$ cat config.mk
export PLATFORM = sky130hd
export DESIGN_NAME = multicycle_ctrl_flat
export DESIGN_NICKNAME = d
export VERILOG_FILES = /design/src/rtl/multicycle_ctrl_if.sv /design/src/rtl/multicycle_ctrl.sv /design/src/flat_wrapper.sv
export SDC_FILE = /design/constraint.sdc
export NUM_CORES = 1
export LEC_CHECK = 0
export CAP_MARGIN = 30
export CORE_AREA = 2 2 47 49
export DETAILED_ROUTE_END_ITERATION = 16
export DIE_AREA = 0 0 49 51
export GPL_ROUTABILITY_DRIVEN = 0
export HOLD_SLACK_MARGIN = 0.03
export PLACE_DENSITY = 0.83
export SYNTH_ARGS = -nofsm -noshare
export SYNTH_HDL_FRONTEND = slang
export SYNTH_SLANG_ARGS = --single-unit
$ cat constraint.sdc
create_clock -name i_clk -period 1.5 [get_ports i_clk]
set_input_delay 0.3 -clock i_clk [delete_from_list [all_inputs] [get_ports i_clk]]
set_output_delay 0.3 -clock i_clk [all_outputs]
set_load 0.05 [all_outputs]
$ cat src/rtl/multicycle_ctrl_if.sv
// multicycle_ctrl_if: decode inputs, memory handshake and control outputs between controller and datapath
interface multicycle_ctrl_if;
  logic [6:0] op;
  logic [2:0] funct3;
  logic       funct7b5;
  logic       zero;
  logic       mem_ready;
  logic       mem_req;
  logic       mem_write;
  logic       adr_src;
  logic       ir_write;
  logic       pc_write;
  logic       reg_write;
  logic [1:0] result_src;
  logic [1:0] alu_src_a;
  logic [1:0] alu_src_b;
  logic [1:0] imm_src;
  logic [2:0] alu_ctrl;
  logic       illegal;
  logic       timeout;
  logic [3:0] state;
  modport master (
    input  op, funct3, funct7b5, zero, mem_ready,
    output mem_req, mem_write, adr_src, ir_write, pc_write, reg_write,
           result_src, alu_src_a, alu_src_b, imm_src, alu_ctrl, illegal, timeout, state
  );
  modport slave (
    output op, funct3, funct7b5, zero, mem_ready,
    input  mem_req, mem_write, adr_src, ir_write, pc_write, reg_write,
           result_src, alu_src_a, alu_src_b, imm_src, alu_ctrl, illegal, timeout, state
  );
endinterface

$ cat src/rtl/multicycle_ctrl.sv
// multicycle_ctrl: Moore control FSM sequencing the multicycle RV32I-subset datapath
module multicycle_ctrl #(
  parameter int WAIT_LIMIT = 0,
  parameter int WAIT_W     = 8
) (
  input  logic              i_clk,
  input  logic              i_resetn,
  multicycle_ctrl_if.master bus
);
  typedef enum logic [3:0] {
    S_FETCH    = 4'd0,
    S_DECODE   = 4'd1,
    S_MEMADR   = 4'd2,
    S_MEMREAD  = 4'd3,
    S_MEMWB    = 4'd4,
    S_MEMWRITE = 4'd5,
    S_EXECR    = 4'd6,
    S_EXECI    = 4'd7,
    S_ALUWB    = 4'd8,
    S_BEQ      = 4'd9,
    S_JAL      = 4'd10,
    S_TRAP     = 4'd15
  } state_t;
  state_t            r_state, w_next;
  logic [WAIT_W-1:0] r_cnt, w_cnt_inc;
  logic              r_timeout;
  logic              w_mem, w_expire, w_alu_ok;
  logic [2:0]        w_alu_dec, w_alu_ctrl;
  logic              w_mem_req, w_mem_write, w_ir_write, w_pc_write, w_reg_write, w_adr_src;
  logic [1:0]        w_result_src, w_src_a, w_src_b;
  assign w_mem     = (r_state == S_FETCH) || (r_state == S_MEMREAD) || (r_state == S_MEMWRITE);
  assign w_cnt_inc = r_cnt + 1'b1;
  assign w_expire  = (WAIT_LIMIT != 0) && w_mem && !bus.mem_ready && (w_cnt_inc == WAIT_W'(WAIT_LIMIT));
  // State, wait counter and sticky timeout flag; the counter only runs while a memory state is stalled
  always_ff @(posedge i_clk or negedge i_resetn) begin
    if (!i_resetn) begin
      r_state   <= S_FETCH;
      r_cnt     <= '0;
      r_timeout <= 1'b0;
    end else begin
      r_state   <= w_next;
      r_cnt     <= (w_mem && !bus.mem_ready) ? w_cnt_inc : '0;
      if (w_expire) r_timeout <= 1'b1;
    end
  end
  // ALU operation from funct3; sub only for R-type with funct7b5, unsupported funct3 flagged
  always_comb begin
    w_alu_ok  = 1'b1;
    w_alu_dec = 3'b010;
    case (bus.funct3)
      3'b000:  w_alu_dec = (bus.op[5] && bus.funct7b5) ? 3'b110 : 3'b010;
      3'b010:  w_alu_dec = 3'b111;
      3'b110:  w_alu_dec = 3'b001;
      3'b111:  w_alu_dec = 3'b000;
      default: w_alu_ok  = 1'b0;
    endcase
  end
  // Next-state and Moore outputs; only the fetch strobes look at mem_ready
  always_comb begin
    w_next       = r_state;
    w_mem_req    = 1'b0;
    w_mem_write  = 1'b0;
    w_adr_src    = 1'b0;
    w_ir_write   = 1'b0;
    w_pc_write   = 1'b0;
    w_reg_write  = 1'b0;
    w_result_src = 2'b00;
    w_src_a      = 2'b00;
    w_src_b      = 2'b00;
    w_alu_ctrl   = 3'b010;
    case (r_state)
      S_FETCH: begin
        w_mem_req    = 1'b1;
        w_src_b      = 2'b10;
        w_result_src = 2'b10;
        w_ir_write   = bus.mem_ready;
        w_pc_write   = bus.mem_ready;
        w_next       = w_expire ? S_TRAP : bus.mem_ready ? S_DECODE : S_FETCH;
      end
      S_DECODE: begin
        w_src_a = 2'b01;
        w_src_b = 2'b01;
        case (bus.op)
          7'b0000011, 7'b0100011: w_next = S_MEMADR;
          7'b0110011:             w_next = S_EXECR;
          7'b0010011:             w_next = S_EXECI;
          7'b1100011:             w_next = (bus.funct3 == 3'b000) ? S_BEQ : S_TRAP;
          7'b1101111:             w_next = S_JAL;
          default:                w_next = S_TRAP;
        endcase
      end
      S_MEMADR: begin
        w_src_a = 2'b10;
        w_src_b = 2'b01;
        w_next  = bus.op[5] ? S_MEMWRITE : S_MEMREAD;
      end
      S_MEMREAD: begin
        w_mem_req = 1'b1;
        w_adr_src = 1'b1;
        w_next    = w_expire ? S_TRAP : bus.mem_ready ? S_MEMWB : S_MEMREAD;
      end
      S_MEMWB: begin
        w_result_src = 2'b01;
        w_reg_write  = 1'b1;
        w_next       = S_FETCH;
      end
      S_MEMWRITE: begin
        w_mem_req   = 1'b1;
        w_mem_write = 1'b1;
        w_adr_src   = 1'b1;
        w_next      = w_expire ? S_TRAP : bus.mem_ready ? S_FETCH : S_MEMWRITE;
      end
      S_EXECR, S_EXECI: begin
        w_src_a    = 2'b10;
        w_src_b    = (r_state == S_EXECI) ? 2'b01 : 2'b00;
        w_alu_ctrl = w_alu_dec;
        w_next     = w_alu_ok ? S_ALUWB : S_TRAP;
      end
      S_ALUWB: begin
        w_reg_write = 1'b1;
        w_next      = S_FETCH;
      end
      S_BEQ: begin
        w_src_a    = 2'b10;
        w_alu_ctrl = 3'b110;
        w_pc_write = bus.zero;
        w_next     = S_FETCH;
      end
      S_JAL: begin
        w_src_a    = 2'b01;
        w_src_b    = 2'b10;
        w_pc_write = 1'b1;
        w_next     = S_ALUWB;
      end
      default: w_next = S_TRAP;
    endcase
  end
  assign bus.mem_req    = w_mem_req & i_resetn;
  assign bus.mem_write  = w_mem_write & i_resetn;
  assign bus.ir_write   = w_ir_write & i_resetn;
  assign bus.pc_write   = w_pc_write & i_resetn;
  assign bus.reg_write  = w_reg_write & i_resetn;
  assign bus.adr_src    = w_adr_src;
  assign bus.result_src = w_result_src;
  assign bus.alu_src_a  = w_src_a;
  assign bus.alu_src_b  = w_src_b;
  assign bus.alu_ctrl   = w_alu_ctrl;
  assign bus.illegal    = (r_state == S_TRAP);
  assign bus.timeout    = r_timeout & (r_state == S_TRAP);
  assign bus.state      = r_state;
  assign bus.imm_src    = (bus.op == 7'b0100011) ? 2'b01 :
                          (bus.op == 7'b1100011) ? 2'b10 :
                          (bus.op == 7'b1101111) ? 2'b11 : 2'b00;
endmodule

$ cat src/flat_wrapper.sv
// flat-port wrapper written by rule: the top's interface ports become plain ports
module multicycle_ctrl_flat 
#(
  parameter int WAIT_LIMIT = 0,
  parameter int WAIT_W     = 8
)
  (i_clk, i_resetn, bus_op, bus_funct3, bus_funct7b5, bus_zero, bus_mem_ready, bus_mem_req, bus_mem_write, bus_adr_src, bus_ir_write, bus_pc_write, bus_reg_write, bus_result_src, bus_alu_src_a, bus_alu_src_b, bus_imm_src, bus_alu_ctrl, bus_illegal, bus_timeout, bus_state);
  multicycle_ctrl_if bus_i ();
  input  logic i_clk;
  input  logic i_resetn;
  input wire logic [$bits(bus_i.op)-1:0] bus_op;
  input wire logic [$bits(bus_i.funct3)-1:0] bus_funct3;
  input wire logic [$bits(bus_i.funct7b5)-1:0] bus_funct7b5;
  input wire logic [$bits(bus_i.zero)-1:0] bus_zero;
  input wire logic [$bits(bus_i.mem_ready)-1:0] bus_mem_ready;
  output wire logic [$bits(bus_i.mem_req)-1:0] bus_mem_req;
  output wire logic [$bits(bus_i.mem_write)-1:0] bus_mem_write;
  output wire logic [$bits(bus_i.adr_src)-1:0] bus_adr_src;
  output wire logic [$bits(bus_i.ir_write)-1:0] bus_ir_write;
  output wire logic [$bits(bus_i.pc_write)-1:0] bus_pc_write;
  output wire logic [$bits(bus_i.reg_write)-1:0] bus_reg_write;
  output wire logic [$bits(bus_i.result_src)-1:0] bus_result_src;
  output wire logic [$bits(bus_i.alu_src_a)-1:0] bus_alu_src_a;
  output wire logic [$bits(bus_i.alu_src_b)-1:0] bus_alu_src_b;
  output wire logic [$bits(bus_i.imm_src)-1:0] bus_imm_src;
  output wire logic [$bits(bus_i.alu_ctrl)-1:0] bus_alu_ctrl;
  output wire logic [$bits(bus_i.illegal)-1:0] bus_illegal;
  output wire logic [$bits(bus_i.timeout)-1:0] bus_timeout;
  output wire logic [$bits(bus_i.state)-1:0] bus_state;
  assign bus_i.op = bus_op;
  assign bus_i.funct3 = bus_funct3;
  assign bus_i.funct7b5 = bus_funct7b5;
  assign bus_i.zero = bus_zero;
  assign bus_i.mem_ready = bus_mem_ready;
  assign bus_mem_req = bus_i.mem_req;
  assign bus_mem_write = bus_i.mem_write;
  assign bus_adr_src = bus_i.adr_src;
  assign bus_ir_write = bus_i.ir_write;
  assign bus_pc_write = bus_i.pc_write;
  assign bus_reg_write = bus_i.reg_write;
  assign bus_result_src = bus_i.result_src;
  assign bus_alu_src_a = bus_i.alu_src_a;
  assign bus_alu_src_b = bus_i.alu_src_b;
  assign bus_imm_src = bus_i.imm_src;
  assign bus_alu_ctrl = bus_i.alu_ctrl;
  assign bus_illegal = bus_i.illegal;
  assign bus_timeout = bus_i.timeout;
  assign bus_state = bus_i.state;
  multicycle_ctrl #(.WAIT_LIMIT(WAIT_LIMIT), .WAIT_W(WAIT_W)) u_core (.i_clk(i_clk), .i_resetn(i_resetn), .bus(bus_i));
endmodule
==> out/metrics.cfg <==
[run_status]
status=finished, violations left
violations=setup timing

[synth]
syn-num-nets=112
ys_types=42
ys_seq_area_frac=0.152
synth_top_area_share=0.152
yosysWarnings=0
netlist_top_cells_area=dfrtp_1 (15%), nor2_1 (7.4%), a21oi_1 (5.3%)
syn_inst=97
syn_avg_cell_area_sq_um=6.78
synth_edf_count=0
synth_top_area_cell=dfrtp_1
ys_async_sr_fraction=1.00
synth-main-ff-cell=dfrtp_1
ys_ff_latch=4
synth.cell_area_sq_um=658

[setup_path]
critPathMaxStageDelay_ns=0.49
path_cells=buf_6, buf_4, nor3_2, a21oi_1, nor2_4, buf_12
worstPathMaxFanout=7
critPathRequiredTime_ns=1.20
worstSetupStartpointType=register
cp.arrival_ns=1.59
crit_family=flip-flops
path_class=reg2out
rrSetupSlack_ns=-0.28
end_kind=output port
crit_slowest_cell=dfrtp_2
path_buf_inv=3

[timing]
finalClockSkew_ns=0.00783
max_freq_mhz=530
hold_ws_ns=0.577
final_hold_viol_count=0
finalSetupViolCount=22
min_period_ns=1.89
finalCritPeriodShare=1.26
rsz0062_at_grt=true
drv_slew=0
setup_ws_ns=-0.388

[cells_and_area]
nets=201
post-route-util=0.939
layoutNonFillerInstCount=212
largest_reg_flops=4
fillers=53
syn_to_final_growth_pct=194
fin_area_sq_mm=0.00194
drive_gt1_frac=0.674
num_antenna_cells=0

[floorplanning]
std_cell_rows=17
io_pins=38
fp.dieH_um=51
start_util=0.319
dieArea_sq_mm=0.00250
core_area_sq_mm=0.00206
die_w_um=49

[power]
powerDensity_mw_per_mm2=202
irDropWorstVdd_mv=0.364
switchingPower_uw=123
intPower_uw=270
seq_power_share=0.276
leakage_nw=0.794
p_comb_frac=0.359
clock_power_share=0.365
swShare=0.313

[clocking]
cts_buffer_depth=2
cts-root-buf=clkbuf_4
h-tree-depth=1
clk_latency_ns=0.24
cts_tree=built
cts_made_buffers=3
clk_pin_slew_worst_paths_ns=0.04
hold_buffers=0
cts_num_sinks=4

[place]
dp.cells=196
place_area_sq_mm=0.00172
hpwl_um=2470
io_buffers=36

[global_route]
grt_pass1_vias=1342
grt_overflow_total=0
antenna_found_initial=0
grt_max_degree=10
track_usage=0.334
grt_pass1_wl_um=6440

[detailed_routing]
firstDrtPassIters=6
wl_um=4370
drt-initial-drc-count=74
ant_nets=0
num_vias=1277
drc=0
wire_per_inst_um=20.6
vias_per_cell=6.02

[hold_path]
hold_path_class=in2async

[job]
drv_cap=0

==> worst register-to-register path, stage by stage, from the launching register on <==
cell and delay [ns]:
dfrtp_2 0.48, buf_6 0.17, buf_6 0.11, or4b_4 0.51, buf_6 0.15, o211ai_1 0.24
==> stage by stage <==
step	total power [mW]	TNS, ns	setup slack, ns
3_5_place_dp	0.237	-2.88	-0.344
2_1_floorplan	0.146	-5.03	-0.645
5_1_grt	0.429	-6.75	-0.461
6_report	0.392	-5.41	-0.388
4_1_cts	0.370	-4.13	-0.301
3_3_place_gp	0.231	-2.11	-0.267
==> cell usage in the layout (no fill, tap or decap), types with 3 or more instances in the layout <==
master            n
a21oi_1           5
and3_4            3
buf_12           21
buf_4            47
buf_6            11
clkbuf_4          3
clkdlybuf4s50_1   7
dfrtp_2           4
dlygate4sd2_1     3
nand2_1           5
nand2b_1          3
nand3_1           3
nor2_1            4
nor2_2            3
nor2_4            6
o21ai_0           3
==> routing by layer <==
layer | wire (um) | global-route usage
met1 | 1440 | 0.340
met2 | 2270 | 0.658
met3 | 350 | 0.0556
met4 | 317 | 0.162
met5 | 0 | 0
==> kinds of logic after synthesis <==
| kind of cell | after synthesis | synth area share |
|---|---|---|
| buffers and inverters | 11 | 0.0893 |
| multiplexers | 1 | 0.0152 |
| flip-flops | 4 | 0.152 |
| XOR/XNOR | 2 | 0.0266 |
| other | 1 | 0.00570 |
| AO/OA/AOI/OAI | 30 | 0.302 |
| AND/OR/NAND/NOR | 48 | 0.409 |
==> layout make-up <==
cell class,instances,area [sq um],area share
clock buffers,3,22.5,0.0116
inverters,2,8.76,0.00452
multi-input cells,82,748,0.386
flip-flops and latches,4,105,0.0542
well taps,28,35.0,0.0181
repair buffers,93,1020,0.526
==> power by group through the flow <==
stage / clock, mW / sequential, mW / combinational (mW)
2_1_floorplan: 0 / 0.110 / 0.0361
3_3_place_gp: 0 / 0.110 / 0.121
3_5_place_dp: 0 / 0.110 / 0.128
4_1_cts: 0.133 / 0.108 / 0.128
5_1_grt: 0.175 / 0.108 / 0.146
6_report: 0.143 / 0.108 / 0.141
==> repair_timing <==
item                       4_1_cts  5_1_grt
resized for setup               36        9
setup buffers                   10        3
setup endpoints to repair       21       23
pin swaps                       19        8
==> Yosys cell counts, types with 2 or more instances <==
library cell	number
nand2_1	5
nor2_1	13
nor4b_1	2
nand3b_1	2
a211oi_1	2
nand3_1	3
and2_1	2
o211ai_1	2
o21ai_0	6
nand2b_1	3
o22ai_1	2
and3_1	3
nor3_1	3
o21a_1	2
nor4_1	3
nand4b_1	2
nand4_1	2
dfrtp_1	4
buf_2	5
nor2b_1	2
a21oi_1	7
xnor2_1	2
==> worst paths after layout <==
kind | start | cells past startpoint | end
worst min-delay path | i_resetn | 3 | u_core.bus.state[3]$_DFF_PN0_
worst max-delay path | u_core.bus.state[2]$_DFF_PN0_ | 6 | bus_alu_src_b[0]
min in group i_clk | bus_op[4] | 5 | u_core.bus.state[0]$_DFF_PN0_
worst max register to register | u_core.bus.state[1]$_DFF_PN0_ | 5 | u_core.bus.state[0]$_DFF_PN0_
max in group asynchronous | i_resetn | 3 | u_core.bus.state[1]$_DFF_PN0_
worst min register to register | u_core.bus.state[0]$_DFF_PN0_ | 4 | u_core.bus.state[1]$_DFF_PN0_
(Power assumes the default switching activity.)
